<file path="config.mk">
export PLATFORM = sky130hd
export DESIGN_NAME = ex_mc
export DESIGN_NICKNAME = d
export VERILOG_FILES = /design/src/rtl/ex_mc_pkg.sv /design/src/rtl/ex_mc_muldiv.sv /design/src/rtl/ex_mc.sv
export SDC_FILE = /design/constraint.sdc
export NUM_CORES = 1
export LEC_CHECK = 0
export BUFFER_PORTS_ARGS = -buffer_cell sky130_fd_sc_hd__buf_2
export CORE_ASPECT_RATIO = 0.5
export CORE_MARGIN = 4
export CORE_UTILIZATION = 42
export CTS_CLUSTER_DIAMETER = 120
export DETAILED_ROUTE_END_ITERATION = 10
export PLACE_DENSITY_LB_ADDON = 0.2
export SLEW_MARGIN = 20
export SYNTH_ARGS = -nofsm -noshare
export SYNTH_HDL_FRONTEND = slang
export SYNTH_SLANG_ARGS = --single-unit
export TNS_END_PERCENT = 100
</file>
<file path="constraint.sdc">
create_clock -name clk -period 10.6 [get_ports clk]
set_clock_uncertainty 0.2 [all_clocks]
set_input_delay 0.53 -clock clk [delete_from_list [all_inputs] [get_ports clk]]
set_output_delay 0.53 -clock clk [all_outputs]
set_load 0.005 [all_outputs]
</file>
<file path="src/rtl/ex_mc_pkg.sv">
// ex_mc shared definitions: opcode map, FSM states, multi-cycle decode.
// Optional divider controlled by macro EX_MC_DIV_EN.
package ex_mc_pkg;

    // Add family: all variants produce op1 + op2
    localparam logic [4:0] OP_ADD_LD   = 5'b10001;
    localparam logic [4:0] OP_ADD_ST   = 5'b10010;
    localparam logic [4:0] OP_ADD_JAL  = 5'b10100;
    localparam logic [4:0] OP_ADD_JALR = 5'b10101;
    localparam logic [4:0] OP_ADDI     = 5'b01100;
    localparam logic [4:0] OP_ADD      = 5'b01101;

    localparam logic [4:0] OP_SUB      = 5'b01110;
    localparam logic [4:0] OP_XOR      = 5'b00110;
    localparam logic [4:0] OP_OR       = 5'b00101;
    localparam logic [4:0] OP_AND      = 5'b00100;
    localparam logic [4:0] OP_SRL      = 5'b01001;
    localparam logic [4:0] OP_SLL      = 5'b01010;
    localparam logic [4:0] OP_SRA      = 5'b01011;
    localparam logic [4:0] OP_SLT      = 5'b00111;
    localparam logic [4:0] OP_SLTU     = 5'b01000;

    localparam logic [4:0] OP_MUL      = 5'b11000;
    localparam logic [4:0] OP_MULHU    = 5'b11001;
    localparam logic [4:0] OP_DIVU     = 5'b11010;
    localparam logic [4:0] OP_REMU     = 5'b11011;

    typedef enum logic [1:0] {
        ST_IDLE = 2'd0,
        ST_BUSY = 2'd1,
        ST_DONE = 2'd2
    } state_t;

    // Opcodes served by the iterative unit
    function automatic logic is_multicycle(input logic [4:0] op);
`ifdef EX_MC_DIV_EN
        return (op == OP_MUL) || (op == OP_MULHU) ||
               (op == OP_DIVU) || (op == OP_REMU);
`else
        return (op == OP_MUL) || (op == OP_MULHU);
`endif
    endfunction

endpackage

</file>
<file path="src/rtl/ex_mc_muldiv.sv">
// ex_mc iterative unit: shift-add multiply and restoring divide on one
// 2*XLEN accumulator, one bit per cycle. Divider built only with EX_MC_DIV_EN.
module ex_mc_muldiv
    import ex_mc_pkg::*;
#(
    parameter int XLEN = 32
) (
    input  logic            clk,
    input  logic            rst,
    input  logic            start,
    input  logic [4:0]      op,
    input  logic [XLEN-1:0] a,
    input  logic [XLEN-1:0] b,
    output logic            done,
    output logic [XLEN-1:0] result
);

    localparam int SHW = $clog2(XLEN);
    localparam logic [SHW:0] LAST = (SHW+1)'(XLEN - 1);

    logic [2*XLEN-1:0] acc;
    logic [2*XLEN-1:0] acc_nxt;
    logic [XLEN-1:0]   bq;
    logic [4:0]        opq;
    logic [SHW:0]      cnt;
    logic              running;
    logic [XLEN:0]     sum;
    logic              hi_sel;
`ifdef EX_MC_DIV_EN
    logic [XLEN:0]     diff;
    logic              is_div;
`endif

    // Last step: result is taken from the accumulator value being produced
    assign done   = running && (cnt == LAST);
    assign hi_sel = (opq == OP_MULHU) || (opq == OP_REMU);
    assign result = hi_sel ? acc_nxt[2*XLEN-1:XLEN] : acc_nxt[XLEN-1:0];

    // One iteration: add-and-shift-right for multiply, trial subtract for divide
    always_comb begin
        sum     = {1'b0, acc[2*XLEN-1:XLEN]} + {1'b0, (acc[0] ? bq : '0)};
        acc_nxt = {sum, acc[XLEN-1:1]};
`ifdef EX_MC_DIV_EN
        is_div = (opq == OP_DIVU) || (opq == OP_REMU);
        diff   = acc[2*XLEN-1:XLEN-1] - {1'b0, bq};
        if (is_div) begin
            if (!diff[XLEN])
                acc_nxt = {diff[XLEN-1:0], acc[XLEN-2:0], 1'b1};
            else
                acc_nxt = {acc[2*XLEN-2:0], 1'b0};
        end
`endif
    end

    // Load operands on start, then step until the counter reaches XLEN-1
    always_ff @(posedge clk) begin
        if (rst) begin
            running <= 1'b0;
            cnt     <= '0;
            acc     <= '0;
            bq      <= '0;
            opq     <= '0;
        end else if (start) begin
            running <= 1'b1;
            cnt     <= '0;
            acc     <= {{XLEN{1'b0}}, a};
            bq      <= b;
            opq     <= op;
        end else if (running) begin
            acc <= acc_nxt;
            cnt <= cnt + 1'b1;
            if (done)
                running <= 1'b0;
        end
    end

endmodule

</file>
<file path="src/rtl/ex_mc.sv">
// ex_mc multi-cycle execute stage: operand muxes, single-cycle ALU, FSM.
// Define EX_MC_DIV_EN to include divu/remu in the iterative unit.
module ex_mc
    import ex_mc_pkg::*;
#(
    parameter int XLEN = 32,
    parameter int SHW  = $clog2(XLEN)
) (
    input  logic            clk,
    input  logic            rst,
    input  logic            in_valid,
    output logic            in_ready,
    input  logic [4:0]      alu_op,
    input  logic            alu_src1,
    input  logic            alu_src2,
    input  logic [XLEN-1:0] rs1_data,
    input  logic [XLEN-1:0] rs2_data,
    input  logic [XLEN-1:0] imm,
    input  logic [XLEN-1:0] pc,
    output logic            out_valid,
    input  logic            out_ready,
    output logic [4:0]      alu_op_o,
    output logic [XLEN-1:0] alu_out,
    output logic            busy
);

    state_t          state;
    logic [XLEN-1:0] op1;
    logic [XLEN-1:0] op2;
    logic [SHW-1:0]  shamt;
    logic [XLEN-1:0] alu_res;
    logic            accept;
    logic            md_start;
    logic            md_done;
    logic [XLEN-1:0] md_result;

    assign op1      = alu_src1 ? pc : rs1_data;
    assign op2      = alu_src2 ? imm : rs2_data;
    assign shamt    = op2[SHW-1:0];
    assign accept   = in_ready && in_valid;
    assign md_start = accept && is_multicycle(alu_op);

    // Single-cycle ALU; multi-cycle and unknown opcodes fall to zero
    always_comb begin
        alu_res = '0;
        case (alu_op)
            OP_ADD_LD, OP_ADD_ST, OP_ADD_JAL,
            OP_ADD_JALR, OP_ADDI, OP_ADD:
                alu_res = op1 + op2;
            OP_SUB:  alu_res = op1 - op2;
            OP_XOR:  alu_res = op1 ^ op2;
            OP_OR:   alu_res = op1 | op2;
            OP_AND:  alu_res = op1 & op2;
            OP_SRL:  alu_res = op1 >> shamt;
            OP_SLL:  alu_res = op1 << shamt;
            OP_SRA:  alu_res = $signed(op1) >>> shamt;
            OP_SLT:
                alu_res = {{(XLEN-1){1'b0}},
                           $signed(op1) < $signed(op2)};
            OP_SLTU:
                alu_res = {{(XLEN-1){1'b0}}, op1 < op2};
            default: alu_res = '0;
        endcase
    end

    ex_mc_muldiv #(
        .XLEN(XLEN)
    ) u_muldiv (
        .clk   (clk),
        .rst   (rst),
        .start (md_start),
        .op    (alu_op),
        .a     (op1),
        .b     (op2),
        .done  (md_done),
        .result(md_result)
    );

    // Control FSM with registered handshake and result outputs
    always_ff @(posedge clk) begin
        if (rst) begin
            state     <= ST_IDLE;
            in_ready  <= 1'b0;
            out_valid <= 1'b0;
            busy      <= 1'b0;
            alu_out   <= '0;
            alu_op_o  <= '0;
        end else begin
            unique case (state)
                ST_IDLE: begin
                    in_ready <= 1'b1;
                    if (accept) begin
                        in_ready <= 1'b0;
                        alu_op_o <= alu_op;
                        if (is_multicycle(alu_op)) begin
                            state <= ST_BUSY;
                            busy  <= 1'b1;
                        end else begin
                            state     <= ST_DONE;
                            out_valid <= 1'b1;
                            alu_out   <= alu_res;
                        end
                    end
                end
                ST_BUSY: begin
                    if (md_done) begin
                        state     <= ST_DONE;
                        busy      <= 1'b0;
                        out_valid <= 1'b1;
                        alu_out   <= md_result;
                    end
                end
                ST_DONE: begin
                    if (out_ready) begin
                        state     <= ST_IDLE;
                        out_valid <= 1'b0;
                        in_ready  <= 1'b1;
                    end
                end
                default: begin
                    state <= ST_IDLE;
                end
            endcase
        end
    end

endmodule
</file>
# == Yosys cells after proc, flatten, opt, wreduce, memory -nomap -nowiden ==
# Cells that the tools add are included.
# word_totals
in_bits,139
regBits,150
# op_classes
addsub,4
mux,31
shift,3
bitwise_logic,3
n_eq_ne,27
n_lt_le_gt_ge,2
reduce_logical,18
# ops
cell,n
$pmux W32 S10,1
$mux W32,9
$lt A32 B32 Y1,2
$pmux W32 S2,1
$eq A5 B5 Y1 const B,8
$eq A5 B4 Y1 const B,7
$add A32 B32 Y33,1
$add A32 B32 Y32,1
$and A32 B32 Y32,1
$or A32 B32 Y32,1
$shl A32 B5 Y32,1
$shr A32 B5 Y32,1
$sshr A32 B5 Y32,1
$sub A32 B32 Y32,1
$xor A32 B32 Y32,1
$eq A5 B3 Y1 const B,4
$mux W1,12
$ne A2 B2 Y1 const B,5
$mux W2,4
$reduce_and A4 Y1,2
$add A6 B1 Y6 const B,1
$eq A6 B5 Y1 const B,1
$pmux W2 S3,1
$reduce_bool A2 Y1,3
other kinds (13),18

# == Longest topological paths before layout ==
# depth
ltp_word,6
ltp_mapped,18

# == By module ==
# Synthesis repeated with hierarchy kept, for this count alone.
# hier_totals
hier_cells,2474
area_unflattened_um2,17910.9
# by_module_without_submodules
module,cells_per_inst,area_per_inst_um2,instances
ex_mc,1639,11283.3,1
ex_mc_muldiv,835,6627.6,1

# == Worst setup path after synthesis ==
# No wires, ideal clock.
# synth_path
path_type,in2reg
start,input port alu_src2
end,register alu_out[30]
cell_stages,18
setup_time_ns,0.081
setup_slack_ns,6.002
arrival_time_ns,4.318
path_cell_list,buf_6 > mux2i_1 > inv_2 > buf_2 > buf_1 > ha_1 > inv_1 > fa_1 > nor2b_1 > o211ai_1 > nor4_1 > nor3_1 > a211oi_1 > o2111ai_1 > a21oi_1 > o41ai_1 > mux2_2 > a41oi_1
# synth_via
elab_chain_len,6
word_cells_on_any_way,13
cone_classes,2 x add/sub; 3 x shift; 5 x mux; 3 x bitwise
# synth_rtl
element,line_no,source
from (decl),ex_mc.sv:15,"input logic alu_src2,"
$mux W32 *,ex_mc.sv:38,assign op2 = alu_src2 ? imm : rs2_data;
named net op2[0],ex_mc.sv:29,logic [XLEN-1:0] op2;
"$sub A32 B32 Y32, or another cell as far along",ex_mc.sv:50,OP_SUB: alu_res = op1 - op2;
$pmux W32 S10 *,ex_mc.sv:46,case (alu_op)
$mux W32 *,ex_mc.sv:95,if (is_multicycle(alu_op)) begin
$mux W32 *,ex_mc.sv:92,if (accept) begin
$pmux W32 S2 *,ex_mc.sv:89,unique case (state)
to (signal assigned),ex_mc.sv:101,alu_out <= alu_res;
to (signal assigned),ex_mc.sv:110,alu_out <= md_result;
to (decl),ex_mc.sv:23,"output logic [XLEN-1:0] alu_out,"
# Mark *: on every way through the listed nets, which the timed path passes. The rest lies on a longest branch. The select of a mux whose other input is x is not followed.
# A chain may end at the register's enable or synchronous reset.

# == Final worst setup path ==
# layout_path
start,input port alu_src2
end,register alu_out[28]
# layout_via
elab_chain_len,6
word_cells_on_any_way,13
cone_classes,2 x add/sub; 3 x shift; 5 x mux; 3 x bitwise
# layout_rtl
element,line_no
$mux W32 *,ex_mc.sv:38
"$sub A32 B32 Y32, or another cell as far along",ex_mc.sv:50
$pmux W32 S10 *,ex_mc.sv:46
$mux W32 *,ex_mc.sv:95
$mux W32 *,ex_mc.sv:92
$pmux W32 S2 *,ex_mc.sv:89
# Every way passes the cells marked *; elsewhere a longest branch is shown, timed or not. The select of a mux whose other input is x is not followed.

==> metrics.md <==
| Metric | Value |
|---|---|
| Slew margin rel. | 23.8% |
| Multi-input combinational cell area | ~14000 um^2 |
| CTS H-tree lvls | 4 |
| Post-synth top area cell | dfxtp_1 |
| R2R cell count | 12 |
| R2r startpoint | u_muldiv.acc[0] |
| Finished Cell Area | 19900 um^2 |
| Input/output buffers | about 180 |
| Area grow syn2layout | 10.1% |
| Final Wtd Congestion | 1.01 |
| FF-to-FF End | alu_out[27] |
| Initial antenna violation count | 1 |
| Layout fillers | roughly 4.4k |
| Placement Cell Area | 19300 um^2 |
| Total track usage | a little over a third |
| Starting Density | a little over two fifths |
| Syn_nets | 2709 |
| Vias | 19.9k |
| Library cells used by synthesis | 91 |
| Worst VDD drop | 0.101 mV |
| Crit path buf inv count | 3 |
| Antenna-violating nets left | 0 |
| Finish-stage setup viols | 0 |
| CP endpoint | alu_out[28] |
| Drt drc | 0 |
| Initial DRC count | 2763 |
| CTS Buf Count | 17 |
| # rows | 53 |
| Vias in the first global route | approximately 18k |
| RSZ-0062 raised after global routing | no |
| Max-cap violations | 0 |
| Largest net degree at the start of global routing | between 70 and 80 |
| Global-route wire length before repair | 122000 um |
| Die Area | 46600 um^2 |
| Share of cells above drive strength 1 | around 14% |
| Critical Path Start | alu_src2 |
| Critical path capture point type | register |
| R2R setup slack | between 5 and 6 ns |
| Setup TNS | 0 ns |
| Power per cell area | ~120 nW/um^2 |
| Startpoint Class | primary input |
| Crit path kind | in2reg |
| Status | finished clean |
| Max Buffers Root-to-Sink | 2 |
| Max Fanout on Critical Path | 37 |
| Clk pin slew, worst setup/hold paths | about 0.060 ns |
| WL final | around 84000 um |
| Fin. max-slew vios | 0 |
| GRT overflow | 0 |
| Sequential share of the synthesized area | around 17% |
| CP top delay family | compound AO/OA/AOI/OAI gates |
| Slowest CP cell | mux2i_4 |
| Setup bufs post-CTS | 0 |
| Die Height | 155 um |
| Minimum clock period | about 5.7 ns |
| Critical Path AT | 5.83 ns |
| Worst skew pair latency | 0.46 ns |
| CORE AREA | between 40000 and 50000 um^2 |
| Mapped Area | about 18000 um^2 |
| Static leakage | about 8.3 nW |
| Drt first pass iters | 6 |
| Hold-fix buffers, CTS | 0 |
| Post-Synthesis Cells | around 2.4k |
| Antenna Cells | 0 |
| Asr flop ratio synth | 0% |
| Fin crit share | 53.4% |
| NumNets Final | about 2.8k |
| Synth warn | 0 |
| Die width | about 300 um |
| CTS root buffer | clkbuf_16 |
| Worst Tran Pin Value | 1.11 ns |
| Clock tree from TritonCTS | built |
| Hold Crit Class | reg2reg |
| WL per Instance | approximately 27 um |
| Critical Path RT | 10.77 ns |
| Clk sinks | about 150 |
| Top cells by area, synth | dfxtp_1 17%, mux2i_1 12%, ha_1 9.4% |
| Via density | approximately 6.4 |
| Post-synth top area share | roughly 17% |
| Register bit count reported by yosys | approximately 150 |
| Crit path cell chain | buf_2 -> buf_4 -> mux2i_4 -> buf_4 -> ha_1 -> nand3_1 -> a21oi_1 -> o31ai_2 -> a2111oi_0 -> o21ai_0 -> o31ai_1 -> o21ai_0 -> o311a_1 -> o32ai_1 -> o2bb2ai_1 |
| I/O pin cnt | approximately 180 |
| Fin. Hold Viols | 0 |
| Top FF cell, synth | dfxtp_1 |
| Slowest Stage Delay on Critical Path | 0.90 ns |
| Post-synth EDFFs | 0 |
| WP depth | 15 |
| Fmax | around 180 MHz |
| Reg area | ~3000 um^2 |
| Syn Area/Cell | roughly 7.4 um^2 |
| Post-DP HPWL | between 60000 and 70000 um |
| CTS resizes | 0 |
-- registers in the layout, indices dropped and copies added (netlist names), 2 cells and up --
| register | flops |
|---|---|
| u_muldiv.acc | 64 |
| u_muldiv.opq | 4 |
| alu_out | 32 |
| u_muldiv.cnt | 6 |
| alu_op_o | 5 |
| state | 2 |
| u_muldiv.bq | 32 |
-- final cells by class --
type                       instances  share of cell area, %
clock inverter                    12                  0.472
timing repair buffer             233                   6.57
sequential                       149                   15.0
tap                              577                   3.63
multi-input combinational       1989                   69.9
clock buffer                      20                   2.30
inverter                         111                   2.11
-- layer usage --
layer,routed length (um),up-vias,global-route usage [%]
li1,-,9112,-
met1,39200,9555,53.4
met2,31800,1141,45.4
met3,11800,114,12.7
met4,1430,2,6.59
met5,10,-,0
-- logic make-up (layout without fill, tap and decap cells) --
family | count (synthesis) | after routing | synth area share, %
and+or+nand+nor | 766 | 766 | 19.0
AOI/OAI and AO/OA | 764 | 764 | 28.9
buffers and inverters | 293 | 376 | 6.92
muxes | 276 | 276 | 16.8
DFF | 149 | 149 | 16.5
adders and majority gates | 139 | 139 | 9.75
xor gates and xnor gates | 44 | 44 | 2.13
-- worst min path at each step --
stage	slack (ns)	depth (start not counted)	start	to
floorplan	0.24	1	u_muldiv.opq[2]	u_muldiv.opq[2]
global placement	0.25	2	u_muldiv.opq[0]	u_muldiv.opq[0]
detailed placement	0.25	2	out_valid	out_valid
CTS	0.27	2	out_valid	out_valid
global route	0.30	3	alu_op[2]	alu_op_o[2]
finish	0.27	2	out_valid	out_valid
-- cell usage in the layout, fill, tap and decap left out, types with 91 or more instances in the layout --
cell,synthesis,final
inv_1,91,91
a21oi_1,176,176
mux2i_1,223,220
o21ai_0,117,117
ha_1,136,136
nor2_1,308,307
a211oi_1,125,125
dfxtp_1,149,148
nand2_1,208,208
buf_2,33,177
-- worst min-delay path, stage by stage (launching register included) --
cell and delay [ns]:
dfxtp_1 0.31, o41ai_1 0.05, a21oi_1 0.05
-- Yosys cell counts (all sizes together), types with 13 or more instances --
cell    instances
a211oi        127
nor3           49
nand3          43
a21oi         177
o21ai         123
nor2b          19
buf            78
nand2         208
a221oi         21
clkbuf        104
a31oi          25
dfxtp         149
and2           48
xnor2          33
a21o           21
a22oi          14
nor2          308
nand4          23
a221o          15
o21bai         14
o21a           16
o31ai          22
inv           107
mux2i         250
o221ai         13
o211ai         36
mux2           22
ha            136
o22ai          33
-- through the flow --
step	util [%]	hold WS (ns)	worst slack, ns	power [mW]	cells
floorplan	-	0.236	6.00	1.37	2431
global placement	45.8	0.255	4.71	1.79	3059
detailed placement	45.8	0.255	4.60	1.79	3059
CTS	47.1	0.266	5.07	2.39	3091
global route	47.1	0.300	4.59	2.53	3091
finish	47.1	0.268	4.93	2.44	3091
-- where the power goes --
part | internal [mW] | switching, mW
Combinational | 0.389 | 0.790
Clock | 0.316 | 0.297
Sequential | 0.610 | 0.0416
Total | 1.31 | 1.13
Power figures use the tool's default switching activity.
